**src/rtl/status_flags_if.sv**
```systemverilog
// Signal bundle between the datapath/control FSM and the 6502 status register.
// The master drives ALU results and control strobes; the slave returns flags and branch status.
interface status_flags_if;
  logic [7:0] alu_res;
  logic       alu_cout;
  logic       alu_ovf;
  logic       upd_nz;
  logic       upd_c;
  logic       upd_v;
  logic       bit_op;
  logic [7:0] dbus_in;
  logic       ld_p;
  logic       ld_rti;
  logic [2:0] flag_op;
  logic       flag_op_en;
  logic       irq_ack;
  logic       brk_push;
  logic       instr_done;
  logic [2:0] cond_sel;
  logic       carry;
  logic       dec_mode;
  logic       irq_mask;
  logic       branch_tkn;
  logic [7:0] p_push;

  modport master (
    output alu_res, alu_cout, alu_ovf, upd_nz, upd_c, upd_v, bit_op,
           dbus_in, ld_p, ld_rti, flag_op, flag_op_en, irq_ack,
           brk_push, instr_done, cond_sel,
    input  carry, dec_mode, irq_mask, branch_tkn, p_push
  );

  modport slave (
    input  alu_res, alu_cout, alu_ovf, upd_nz, upd_c, upd_v, bit_op,
           dbus_in, ld_p, ld_rti, flag_op, flag_op_en, irq_ack,
           brk_push, instr_done, cond_sel,
    output carry, dec_mode, irq_mask, branch_tkn, p_push
  );
endinterface

```
**src/rtl/status_flags.sv**
```systemverilog
// 6502 processor status register: flag update priority, delayed IRQ mask,
// branch condition evaluation and the stack image of P.
module status_flags #(
  parameter bit         DECIMAL_EN = 1'b0,
  parameter logic [7:0] RESET_P    = 8'h04
) (
  input logic          clk,
  input logic          rst,
  status_flags_if.slave bus
);

  typedef struct packed {
    logic n;
    logic v;
    logic d;
    logic i;
    logic z;
    logic c;
  } flags_t;

  typedef enum logic [2:0] {
    OP_CLC  = 3'd0,
    OP_SEC  = 3'd1,
    OP_CLI  = 3'd2,
    OP_SEI  = 3'd3,
    OP_CLV  = 3'd4,
    OP_CLD  = 3'd5,
    OP_SED  = 3'd6,
    OP_NONE = 3'd7
  } flag_op_t;

  typedef enum logic [2:0] {
    C_BPL = 3'd0,
    C_BMI = 3'd1,
    C_BVC = 3'd2,
    C_BVS = 3'd3,
    C_BCC = 3'd4,
    C_BCS = 3'd5,
    C_BNE = 3'd6,
    C_BEQ = 3'd7
  } cond_t;

  // Bits 5 and 4 of a P byte have no storage and are dropped.
  function automatic flags_t byte_to_flags(input logic [7:0] b);
    flags_t f;
    f.n = b[7];
    f.v = b[6];
    f.d = b[3];
    f.i = b[2];
    f.z = b[1];
    f.c = b[0];
    return f;
  endfunction

  localparam flags_t RESET_FLAGS = byte_to_flags(RESET_P);

  flags_t flags;
  flags_t flags_nxt;
  logic   irq_mask_q;
  logic   irq_mask_nxt;
  logic   res_zero;
  logic   unused_bits;

  assign res_zero    = (bus.alu_res == 8'h00);
  assign unused_bits = ^bus.dbus_in[5:4];

  // Lowest-priority sources are applied first so later ones overwrite them.
  always_comb begin
    flags_nxt = flags;

    if (bus.upd_nz) begin
      flags_nxt.n = bus.alu_res[7];
      flags_nxt.z = res_zero;
    end
    if (bus.upd_v) flags_nxt.v = bus.alu_ovf;
    if (bus.upd_c) flags_nxt.c = bus.alu_cout;
    if (bus.bit_op) begin
      flags_nxt.n = bus.dbus_in[7];
      flags_nxt.v = bus.dbus_in[6];
      flags_nxt.z = res_zero;
    end

    if (bus.flag_op_en) begin
      case (flag_op_t'(bus.flag_op))
        OP_CLC:  flags_nxt.c = 1'b0;
        OP_SEC:  flags_nxt.c = 1'b1;
        OP_CLI:  flags_nxt.i = 1'b0;
        OP_SEI:  flags_nxt.i = 1'b1;
        OP_CLV:  flags_nxt.v = 1'b0;
        OP_CLD:  flags_nxt.d = 1'b0;
        OP_SED:  flags_nxt.d = 1'b1;
        default: ;
      endcase
    end

    if (bus.ld_p) flags_nxt = byte_to_flags(bus.dbus_in);

    if (bus.irq_ack) flags_nxt.i = 1'b1;
  end

  // The poll mask trails I by one instruction except for RTI and interrupt entry.
  always_comb begin
    irq_mask_nxt = irq_mask_q;
    if (bus.instr_done)            irq_mask_nxt = flags.i;
    if (bus.ld_p && bus.ld_rti)    irq_mask_nxt = bus.dbus_in[2];
    if (bus.irq_ack)               irq_mask_nxt = 1'b1;
  end

  always_ff @(posedge clk or posedge rst) begin
    if (rst) begin
      flags      <= RESET_FLAGS;
      irq_mask_q <= 1'b1;
    end else begin
      flags      <= flags_nxt;
      irq_mask_q <= irq_mask_nxt;
    end
  end

  always_comb begin
    bus.branch_tkn = 1'b0;
    case (cond_t'(bus.cond_sel))
      C_BPL:   bus.branch_tkn = ~flags.n;
      C_BMI:   bus.branch_tkn =  flags.n;
      C_BVC:   bus.branch_tkn = ~flags.v;
      C_BVS:   bus.branch_tkn =  flags.v;
      C_BCC:   bus.branch_tkn = ~flags.c;
      C_BCS:   bus.branch_tkn =  flags.c;
      C_BNE:   bus.branch_tkn = ~flags.z;
      C_BEQ:   bus.branch_tkn =  flags.z;
      default: bus.branch_tkn = 1'b0;
    endcase
  end

  assign bus.carry    = flags.c;
  assign bus.dec_mode = DECIMAL_EN ? flags.d : 1'b0;
  assign bus.irq_mask = irq_mask_q;
  assign bus.p_push   = {flags.n, flags.v, 1'b1, bus.brk_push,
                         flags.d, flags.i, flags.z, flags.c};

endmodule
```
**src/flat_wrapper.sv**
```systemverilog
// flat-port wrapper written by rule: the top's interface ports become plain ports
module status_flags_flat 
#(
  parameter bit         DECIMAL_EN = 1'b0,
  parameter logic [7:0] RESET_P    = 8'h04
)
  (clk, rst, bus_alu_res, bus_alu_cout, bus_alu_ovf, bus_upd_nz, bus_upd_c, bus_upd_v, bus_bit_op, bus_dbus_in, bus_ld_p, bus_ld_rti, bus_flag_op, bus_flag_op_en, bus_irq_ack, bus_brk_push, bus_instr_done, bus_cond_sel, bus_carry, bus_dec_mode, bus_irq_mask, bus_branch_tkn, bus_p_push);
  status_flags_if bus_i ();
  input logic clk;
  input logic rst;
  input wire logic [$bits(bus_i.alu_res)-1:0] bus_alu_res;
  input wire logic [$bits(bus_i.alu_cout)-1:0] bus_alu_cout;
  input wire logic [$bits(bus_i.alu_ovf)-1:0] bus_alu_ovf;
  input wire logic [$bits(bus_i.upd_nz)-1:0] bus_upd_nz;
  input wire logic [$bits(bus_i.upd_c)-1:0] bus_upd_c;
  input wire logic [$bits(bus_i.upd_v)-1:0] bus_upd_v;
  input wire logic [$bits(bus_i.bit_op)-1:0] bus_bit_op;
  input wire logic [$bits(bus_i.dbus_in)-1:0] bus_dbus_in;
  input wire logic [$bits(bus_i.ld_p)-1:0] bus_ld_p;
  input wire logic [$bits(bus_i.ld_rti)-1:0] bus_ld_rti;
  input wire logic [$bits(bus_i.flag_op)-1:0] bus_flag_op;
  input wire logic [$bits(bus_i.flag_op_en)-1:0] bus_flag_op_en;
  input wire logic [$bits(bus_i.irq_ack)-1:0] bus_irq_ack;
  input wire logic [$bits(bus_i.brk_push)-1:0] bus_brk_push;
  input wire logic [$bits(bus_i.instr_done)-1:0] bus_instr_done;
  input wire logic [$bits(bus_i.cond_sel)-1:0] bus_cond_sel;
  output wire logic [$bits(bus_i.carry)-1:0] bus_carry;
  output wire logic [$bits(bus_i.dec_mode)-1:0] bus_dec_mode;
  output wire logic [$bits(bus_i.irq_mask)-1:0] bus_irq_mask;
  output wire logic [$bits(bus_i.branch_tkn)-1:0] bus_branch_tkn;
  output wire logic [$bits(bus_i.p_push)-1:0] bus_p_push;
  assign bus_i.alu_res = bus_alu_res;
  assign bus_i.alu_cout = bus_alu_cout;
  assign bus_i.alu_ovf = bus_alu_ovf;
  assign bus_i.upd_nz = bus_upd_nz;
  assign bus_i.upd_c = bus_upd_c;
  assign bus_i.upd_v = bus_upd_v;
  assign bus_i.bit_op = bus_bit_op;
  assign bus_i.dbus_in = bus_dbus_in;
  assign bus_i.ld_p = bus_ld_p;
  assign bus_i.ld_rti = bus_ld_rti;
  assign bus_i.flag_op = bus_flag_op;
  assign bus_i.flag_op_en = bus_flag_op_en;
  assign bus_i.irq_ack = bus_irq_ack;
  assign bus_i.brk_push = bus_brk_push;
  assign bus_i.instr_done = bus_instr_done;
  assign bus_i.cond_sel = bus_cond_sel;
  assign bus_carry = bus_i.carry;
  assign bus_dec_mode = bus_i.dec_mode;
  assign bus_irq_mask = bus_i.irq_mask;
  assign bus_branch_tkn = bus_i.branch_tkn;
  assign bus_p_push = bus_i.p_push;
  status_flags #(.DECIMAL_EN(DECIMAL_EN), .RESET_P(RESET_P)) u_core (.clk(clk), .rst(rst), .bus(bus_i));
endmodule
```
**config.mk**
```make
export PLATFORM = sky130hd
export DESIGN_NAME = status_flags_flat
export DESIGN_NICKNAME = d
export VERILOG_FILES = /design/src/rtl/status_flags_if.sv /design/src/rtl/status_flags.sv /design/src/flat_wrapper.sv
export SDC_FILE = /design/constraint.sdc
export NUM_CORES = 1
export LEC_CHECK = 0
export CORE_MARGIN = 5
export CORE_UTILIZATION = 29
export CTS_CLUSTER_SIZE = 12
export DETAILED_ROUTE_END_ITERATION = 10
export PLACE_DENSITY_LB_ADDON = 0.3
export SLEW_MARGIN = 30
export SYNTH_ARGS = -nofsm -noshare
export SYNTH_HDL_FRONTEND = slang
export SYNTH_SLANG_ARGS = --single-unit
```
**constraint.sdc**
```tcl
create_clock -name clk -period 1.7 [get_ports clk]
set_clock_uncertainty 0.1 [all_clocks]
set_input_delay 0.425 -clock clk [delete_from_list [all_inputs] [get_ports clk]]
set_output_delay 0.425 -clock clk [all_outputs]
set_load 0.01 [all_outputs]
```
==> results of run 1 <==
[placed cells by master (no fill, tap or decap)]
master and instances:
mux2i_1 3, inv_1 2, dlygate4sd2_1 7, nor4_1 2
a311o_1 1, o311ai_0 2, nand3b_1 1, nor2_1 4
a31oi_1 2, mux4_2 1, dfstp_2 2, dfrtp_1 5
nand3_1 3, buf_4 7, or2_0 1, conb_1 2
clkdlybuf4s15_2 1, a21oi_1 5, dlymetal6s2s_1 1, xnor2_1 1
clkbuf_4 3, nor3b_2 1, o21ai_0 1, o31ai_1 1
nor3b_1 1, mux2_2 2, nand2_1 5, clkdlybuf4s50_1 30
clkdlybuf4s15_1 1, buf_2 1, clkbuf_1 1, nor3_1 2
[state kept, by name, summed over array words and instances (netlist names)]
signal / flops
u_core.bus.carry: 1
u_core.bus.irq_mask: 1
u_core.bus.p_push: 5
[worst min path at each step]
| stage | start | to | depth (start not counted) |
|---|---|---|---|
| after floorplan | rst | u_core.bus.carry | 1 |
| after global routing | rst | u_core.bus.p_push[3] | 2 |
| after CTS | rst | u_core.bus.p_push[3] | 2 |
| after detailed placement | u_core.bus.p_push[2] | u_core.bus.p_push[2] | 2 |
| final | rst | u_core.bus.p_push[3] | 2 |
| after global placement | u_core.bus.p_push[2] | u_core.bus.p_push[2] | 2 |
[cells in the mapped netlist, types with 2 or more instances]
cell type  number
dfrtp_1         5
o311ai_0        2
nor2_1          4
mux2i_1         3
dfstp_2         2
conb_1          2
buf_4           4
mux2_2          2
nand3_1         3
a21oi_1         5
nand2_1         5
nor3_1          2
nor4_1          2
a31oi_1         2
inv_1           2
[where the power goes]
group	internal [uW]	switching [uW]	total, uW	leakage, uW
combinational	129	72.3	202	0.000316
sequential	183	7.99	191	0.0000812
clock	89.8	65.2	155	0.0000150
total	403	145	548	0.000412
[final cells by class]
type | count | area [um2] | share of cell area
multi-input cells | 41 | 274 | 0.286
flip-flops and latches | 7 | 178 | 0.185
inverters | 2 | 7.51 | 0.00782
well taps | 17 | 21.3 | 0.0222
repair buffers | 48 | 453 | 0.472
clock buffers | 4 | 26.3 | 0.0274
[per-stage QoR]
stage,total power [uW],util,std cells
global route,584,0.575,119
finish,548,0.575,119
CTS,549,0.568,118
detailed placement,411,0.560,114
global placement,407,0.560,114
floorplan,268,-,55
[per-layer routing]
metal,part of all wire,track usage
met2,0.45,0.200
met3,0.14,0.0466
met5,0,0
met1,0.39,0.135
met4,0.014,0.0655
[worst max-delay path, delay by kind of cell]
| family | cells | cell delay [ns] |
|---|---|---|
| multiplexers | 1 | 0.49 |
| buffers and inverters | 2 | 0.33 |
| XOR/XNOR | 1 | 0.14 |
[kinds of logic after synthesis]
logic type	after synthesis	share of synthesized area
AO/OA/AOI/OAI	12	0.157
XOR/XNOR	1	0.0177
buffers and inverters	7	0.0861
flip-flops	7	0.359
multiplexers	6	0.152
other	2	0.0152
AND/OR/NAND/NOR	20	0.213
[timing repair]
item                                    CTS  global route
endpoints found under the setup margin    8             2
pin swaps                                 1             1
setup buffers                             0             1
resized for setup                        15             2
==> flow_summary_export.csv, run 1 <==
group,metric,value,unit
status,status,"finished with violations",
status,violations,"negative setup slack",
cells_and_area,drive_gt1_frac,0.176,
setup_path,worstSetupPathType,"primary input to primary output",
floorplan,rows,15,
synth,syn_inst,55,
setup_path,ff2ff_setup_slack,0.50,ns
cts,clockBufferDepth,2,
synth,ys_types,25,
sta,drv_slew,0,
setup_path,crit_path_end_kind,"primary output",
cells_and_area,finalInstanceArea,960,um2
setup_path,crit_fanout,1,
setup_path,start_kind,"primary input",
setup_path,r2r_start,"u_core.bus.p_push[6]",
floorplan,initial_utilization,0.296,
sta,max_freq,522,MHz
cts,cts_hold_buffers,0,
cells_and_area,fillers,152,
setup_path,crit_end,"bus_branch_tkn",
route,ant_nets,0,
global_routing,grt_max_degree,11,
placement,post_dp_cell_area,936,um2
power_and_ir_drop,leakagePower,0.000412,uW
placement,numPortBuffers,41,
synth,synth_top_area_frac,0.253,
power_and_ir_drop,p_per_area,571,nW/um2
setup_path,reg2reg_to,"u_core.bus.p_push[6]",
sta,fin_crit_sh,1.13,
floorplan,dieArea,2630,um2
sta,tns,-0.217,ns
route,drc,0,
sta,hold_viol_final,0,
sta,worst_slack,-0.217,ns
synth,yosysWarnings,0,
placement,dp.final_hpwl,1.31,mm
synth,synth-edff-count,0,
sta,finalSetupViolCount,1,
global_routing,first_global_vias,583,
flow_run,maxCapViolations,0,
synth,yosys.area.top_type,"dfrtp_1",
cts,clk_pin_slew,0.06,ns
floorplan,dieWidth,51.3,um
synth,synthesis.area,494,um2
cts,ctsRootBufferMaster,"clkbuf_4",
setup_path,worst_ep_arrival_time,1.39,ns
route,via_per_inst,4.80,
cts,cts.htree.levels,1,
global_routing,grt_pass1_wl,2.42,mm
placement,place.gp.congestion,0.681,
power_and_ir_drop,peakVddDrop,0.000325,V
synth,netlist_top_cells_area,"dfrtp_1 25%, dfstp_2 11%, mux2i_1 6.1%",
route,vias,571,
setup_path,path_cells,"clkdlybuf4s15_2, mux4_2, xnor2_1, buf_2",
route,wire_per_inst,13.2,um
synth,synth-seq-cells,7,
sta,grt_setup_unrepaired,"yes",
global_routing,grt_overflow,0,
sta,fin_crit,1.92,ns
setup_path,rr_worst_depth,4,
cts,numCtsBuffers,3,
sta,whs,0.308,ns
route,drtIter0Drc,1,
route,first_pass_iters,2,
setup_path,max_stage_delay,0.49,ns
min_path,hold_class,"primary input to asynchronous set/reset pin",
setup_path,startpoint,"bus_cond_sel[2]",
cts,clkLatencyLatePin,0.25,ns
synth,syn_nets,91,
setup_path,required,1.17,ns
floorplan,die_h,51.3,um
cells_and_area,nNetsFinal,139,
synth,synth_flop_cell,"dfrtp_1",
placement,place_ws,-0.943,ns
cells_and_area,syn_to_final_growth,94.2,%
cts,cts.sink_count,7,
cells_and_area,n_antenna_cell,0,
route,routed_wl,1.57,mm
global_routing,gr-usage-all-layers,0.122,
synth,ys_seq_area_frac,0.359,
cts,cts_tree,"done",
floorplan,core_area,1670,um2
synth,synthArstFlopShare,1.00,
synth,synth_area_per_cell,8.99,um2
floorplan,ios,48,
global_routing,antenna_found_initial,0,
setup_path,crit_slowest_cell,"mux4_2",
Power figures use the tool's default switching activity.
==> run 2, diff against run 1 <==
--- a/config.mk
+++ b/config.mk
@@ -7,6 +7,7 @@
 export LEC_CHECK = 0
 export CORE_MARGIN = 5
 export CORE_UTILIZATION = 29
+export CTS_CLUSTER_DIAMETER = 150
 export CTS_CLUSTER_SIZE = 12
 export DETAILED_ROUTE_END_ITERATION = 10
 export PLACE_DENSITY_LB_ADDON = 0.3
==> results of run 2 <==
Final layout, timing and power as in run 1 (identical DEF).
==> run 3, diff against run 2 <==
--- a/config.mk
+++ b/config.mk
@@ -8,7 +8,6 @@
 export CORE_MARGIN = 5
 export CORE_UTILIZATION = 29
 export CTS_CLUSTER_DIAMETER = 150
-export CTS_CLUSTER_SIZE = 12
 export DETAILED_ROUTE_END_ITERATION = 10
 export PLACE_DENSITY_LB_ADDON = 0.3
 export SLEW_MARGIN = 30
==> results of run 3 <==
Final layout, timing and power as in run 1 (identical DEF).
